--- config.mk ---
export PLATFORM = sky130hd
export DESIGN_NAME = ram_cmd_arbiter
export DESIGN_NICKNAME = d
export VERILOG_FILES = /design/src/rtl/ram_cmd_arbiter.sv
export SDC_FILE = /design/constraint.sdc
export NUM_CORES = 1
export LEC_CHECK = 0
export BUFFER_PORTS_ARGS = -buffer_cell sky130_fd_sc_hd__buf_2
export CAP_MARGIN = 20
export CORE_ASPECT_RATIO = 0.8
export CORE_MARGIN = 4
export CORE_UTILIZATION = 56
export CTS_BUF_LIST = sky130_fd_sc_hd__clkbuf_8
export CTS_CLUSTER_DIAMETER = 100
export DETAILED_ROUTE_END_ITERATION = 12
export PLACE_DENSITY = 0.95
export SYNTH_ARGS = -nofsm -noshare
export SYNTH_HDL_FRONTEND = slang
export SYNTH_SLANG_ARGS = --single-unit
--- constraint.sdc ---
create_clock -name clk -period 3.6 [get_ports clk]
set_clock_uncertainty 0.05 [all_clocks]
set_input_delay 0.72 -clock clk [delete_from_list [all_inputs] [get_ports clk]]
set_output_delay 0.72 -clock clk [all_outputs]
set_load 0.01 [all_outputs]
--- src/rtl/ram_cmd_arbiter.sv ---
// rtl/ram_cmd_arbiter.sv - two-requester round-robin arbiter issuing address/data commands to a RAM
module ram_cmd_arbiter #(
  parameter int TIMEOUT = 8
) (
  input  logic       clk,
  input  logic       rst_n,
  input  logic [1:0] req,
  input  logic [1:0] we,
  input  logic [7:0] addr0,
  input  logic [7:0] addr1,
  input  logic [7:0] wdata0,
  input  logic [7:0] wdata1,
  output logic [1:0] done,
  output logic [7:0] rdata,
  output logic       err,
  output logic       busy,
  output logic [9:0] ram_din,
  output logic       ram_rx_valid,
  input  logic [7:0] ram_dout,
  input  logic       ram_tx_valid
);

  localparam logic [2:0] S_IDLE = 3'd0;
  localparam logic [2:0] S_ADDR = 3'd1;
  localparam logic [2:0] S_DATA = 3'd2;
  localparam logic [2:0] S_WAIT = 3'd3;
  localparam logic [2:0] S_RESP = 3'd4;

  // Last WAIT cycle index; TIMEOUT wait cycles in total before aborting.
  localparam logic [3:0] WAIT_LAST = 4'(TIMEOUT - 1);

  logic [2:0] state;
  logic       owner;
  logic       last_served;
  logic       we_q;
  logic [7:0] addr_q;
  logic [7:0] wdata_q;
  logic [7:0] rdata_q;
  logic       err_q;
  logic [3:0] wait_cnt;
  logic       winner;

  // A lone request always wins; contention goes to whoever was not served last.
  always_comb begin
    winner = 1'b0;
    case (req)
      2'b10:   winner = 1'b1;
      2'b11:   winner = ~last_served;
      default: winner = 1'b0;
    endcase
  end

  always_ff @(posedge clk) begin
    if (!rst_n) begin
      state       <= S_IDLE;
      owner       <= 1'b0;
      last_served <= 1'b1;
      we_q        <= 1'b0;
      addr_q      <= 8'h00;
      wdata_q     <= 8'h00;
      rdata_q     <= 8'h00;
      err_q       <= 1'b0;
      wait_cnt    <= 4'd0;
    end else begin
      case (state)
        S_IDLE: begin
          if (|req) begin
            owner    <= winner;
            we_q     <= winner ? we[1] : we[0];
            addr_q   <= winner ? addr1 : addr0;
            wdata_q  <= winner ? wdata1 : wdata0;
            rdata_q  <= 8'h00;
            err_q    <= 1'b0;
            wait_cnt <= 4'd0;
            state    <= S_ADDR;
          end
        end
        S_ADDR: state <= S_DATA;
        S_DATA: state <= we_q ? S_RESP : S_WAIT;
        S_WAIT: begin
          if (ram_tx_valid) begin
            rdata_q <= ram_dout;
            err_q   <= 1'b0;
            state   <= S_RESP;
          end else if (wait_cnt == WAIT_LAST) begin
            rdata_q <= 8'h00;
            err_q   <= 1'b1;
            state   <= S_RESP;
          end else begin
            wait_cnt <= wait_cnt + 4'd1;
          end
        end
        S_RESP: begin
          last_served <= owner;
          state       <= S_IDLE;
        end
        default: state <= S_IDLE;
      endcase
    end
  end

  // Outputs depend only on state and latched registers, never directly on inputs.
  always_comb begin
    busy         = (state != S_IDLE);
    ram_rx_valid = 1'b0;
    ram_din      = 10'h000;
    done         = 2'b00;
    rdata        = 8'h00;
    err          = 1'b0;
    case (state)
      S_ADDR: begin
        ram_rx_valid = 1'b1;
        ram_din      = we_q ? {2'b00, addr_q} : {2'b10, addr_q};
      end
      S_DATA: begin
        ram_rx_valid = 1'b1;
        ram_din      = we_q ? {2'b01, wdata_q} : {2'b11, 8'h00};
      end
      S_RESP: begin
        done  = owner ? 2'b10 : 2'b01;
        rdata = rdata_q;
        err   = err_q;
      end
      default: ;
    endcase
  end

endmodule
==> reports/metrics.yaml <==
run_status:
  status: "completed"
sta:
  rsz0062_at_grt: "no"
  fmax_mhz: 358.6
  hold_viol_final: 0
  max_slew.worst_pin.slew_ns: 1.063
  finalSetupViolCount: 0
  slew_violations: 0
  fin_crit_ns: 2.788
  finalCritPeriodShare_pct: 77.46
  fin_setup_tns_ns: 0
  max_slew_margin_pct: 29.06
worst_setup_path:
  critical_path.max_fanout: 14
  end_kind: "output pin"
  arrival_ns: 2.02
  worstPathRequired_ns: 2.83
  critical_path_class: "flop to output pin"
  critPathLaunchType: "flop"
  r2r_end: "addr_q[7]$_SDFFE_PN0P_"
  r2r_start: "state[2]$_SDFFE_PN0P_"
  rrSetupSlack_ns: 1.50
  r2r.worst_path.cells: 4
detailed_routing:
  drc: 0
  wl_mm: 4.856
  drtIter0Drc: 143
  wl_per_cell_um: 15.37
  ant_nets: 0
  vias_per_cell: 5.949
  dr.pass1.iters: 4
  route.vias.total: 1880
cts:
  clk_path_buf_depth: 2
  clk_latency_ns: 0.29
  htree_num_levels: 2
  ctsResizeCount: 0
  numCtsBuffers: 5
  cts-hold-fix-buffers: 0
  cts_tree: "done"
  clock-root-buffer: "clkbuf_8"
  post-cts-setup-buffers: 0
  clock-sinks: 35
  clkTransAtPathRegs_ns: 0.07
die:
  core_area_um2: 3447
  die_area_um2: 4629
  start_util_pct: 58.48
  fp.dieH_um: 61.66
  row_count: 19
  io_pins: 70
  die_w_um: 75.08
hold_path:
  min_from: "wait_cnt[1]$_SDFFE_PN0P_"
  holdCritPathClass: "flop to flop"
  hold_path_end: "wait_cnt[1]$_SDFFE_PN0P_"
  hold_depth: 2
synth:
  ys.flop_type: "dfxtp_1"
  synth_async_sr_flop_share_pct: 0
  yosysTopAreaCell: "dfxtp_1"
  synth-edff-count: 0
  yosysUniqueCellTypes: 46
  ys_warn_count: 0
  synthTopCellsByArea: "dfxtp_1 (35%), mux2i_1 (8.9%), a21oi_1 (7.7%)"
  synth_nets: 263
  synth_area_um2: 2016
  synth_seq_area_share_pct: 34.76
  avgSynthCellArea_um2: 9.375
  postSynthCellCount: 215
  synth_seq_cells: 35
  synth.top_cell.area_share_pct: 34.76
placement:
  hpwl_mm: 3.380
  port_buffers: 69
  place_inst: 308
  gp_congestion: 0.8092
cells_and_area:
  final_common_cell: "buf_2"
  n_fill_cell: 281
  regArea_um2: 700.7
  instances_no_fill: 316
  multiInputGateArea_um2: 1169
  syn_to_final_growth_pct: 19.18
  final_cell_mix: "buf_2 (69), dfxtp_1 (35), a21oi_1 (31), mux2i_1 (18), nand2_1 (12)"
  nets: 321
  final_layout_size_suffix_gt1_share_pct: 35.40
  n_antenna_cell: 0
power:
  power.leakage_uw: 0.0009924
  max-vdd-ir-drop_uv: 308.6
  p_total_uw: 1070
  powerDensity_nw_per_um2: 445.2
run:
  maxCapViolations: 0
global_routing:
  grt_pass1_vias: 1713
  grt-ovfl-total: 0
  grtUsageTotal_pct: 21.73
  grt_max_degree: 30
  grt_first_pass_wirelength_mm: 7.672
  antenna_found_initial: 0
[report_power, final]
group / total, µW / switching (µW) / internal, µW
registers: 467 / 39.3 / 428
logic: 283 / 163 / 120
clock network: 320 / 146 / 174
total: 1070 / 348 / 721
[kinds of logic (layout without fill, tap and decap cells)]
family                   Yosys count  count (layout)  share of synthesized area (%)
AO/OA/AOI/OAI                     78              78                          28.80
AND/OR/NAND/NOR                   60              60                          19.43
buffers and inverters             23              82                          7.449
flip-flops                        35              35                          34.76
adder cells (fa/ha/maj)            1               1                         0.6206
multiplexers                      18              18                          8.938
[stage by stage]
| step | cell area, µm² | hold slack (ns) | setup WS (ns) | utilization [%] |
|---|---|---|---|---|
| final | 2402 | 0.4373 | 0.8116 | 69.69 |
| after global routing | 2402 | 0.4702 | 0.6495 | 69.69 |
| after CTS | 2402 | 0.4440 | 0.8083 | 69.69 |
| after detailed placement | 2298 | 0.4341 | 1.131 | 66.68 |
| after global placement | 2298 | 0.4146 | 1.207 | 66.68 |
| after floorplan | 2016 | 0.4021 | 1.572 | - |
[flip-flops by register name, summed over array words and instances, names as in the netlist]
name / count
err_q: 1
wait_cnt: 4
owner: 1
addr_q: 8
last_served: 1
state: 3
wdata_q: 8
we_q: 1
rdata_q: 8
[cell usage after synthesis, drive strengths merged (3+ instances only)]
library cell	count
dfxtp	35
a21oi	31
mux2i	18
a211oi	17
buf	15
nand2	12
nor2	11
and2	10
a22oi	8
a311oi	8
clkbuf	5
o21ai	5
nand3	4
nor2b	4
and3b	3
inv	3
nand2b	3
[how the worst max path moves through the flow]
stage / from / end / slack (ns)
after floorplan: state[0]$_SDFFE_PN0P_ / done[0] / 1.57
after global placement: state[0]$_SDFFE_PN0P_ / ram_din[7] / 1.21
after detailed placement: state[0]$_SDFFE_PN0P_ / ram_din[0] / 1.13
after CTS: state[0]$_SDFFE_PN0P_ / ram_din[0] / 0.81
after global routing: state[0]$_SDFFE_PN0P_ / ram_din[7] / 0.65
final: state[0]$_SDFFE_PN0P_ / ram_din[0] / 0.81
[worst max-delay path, cell delays in order (launching register included)]
cell,delay (ns)
dfxtp_1,0.63
nor2b_1,0.61
a22oi_1,0.18
nor2_1,0.13
buf_2,0.16
[final cells by class]
class	count	share of cell area [%]
clock buffer	7	4.010
timing repair buffer	71	15.00
tap	42	2.188
clock inverter	1	0.3125
multi-input combinational	157	48.65
inverter	3	0.6771
sequential	35	29.17
[per-layer routing]
layer	wire [µm]	vias up	GRT usage, %
met5	0	-	0
met1	2087	856	28.63
met2	2208	89	34.24
li1	-	922	-
met3	433	13	5.220
met4	127	0	9.137
No activity file was read; power rests on OpenSTA's default activity.
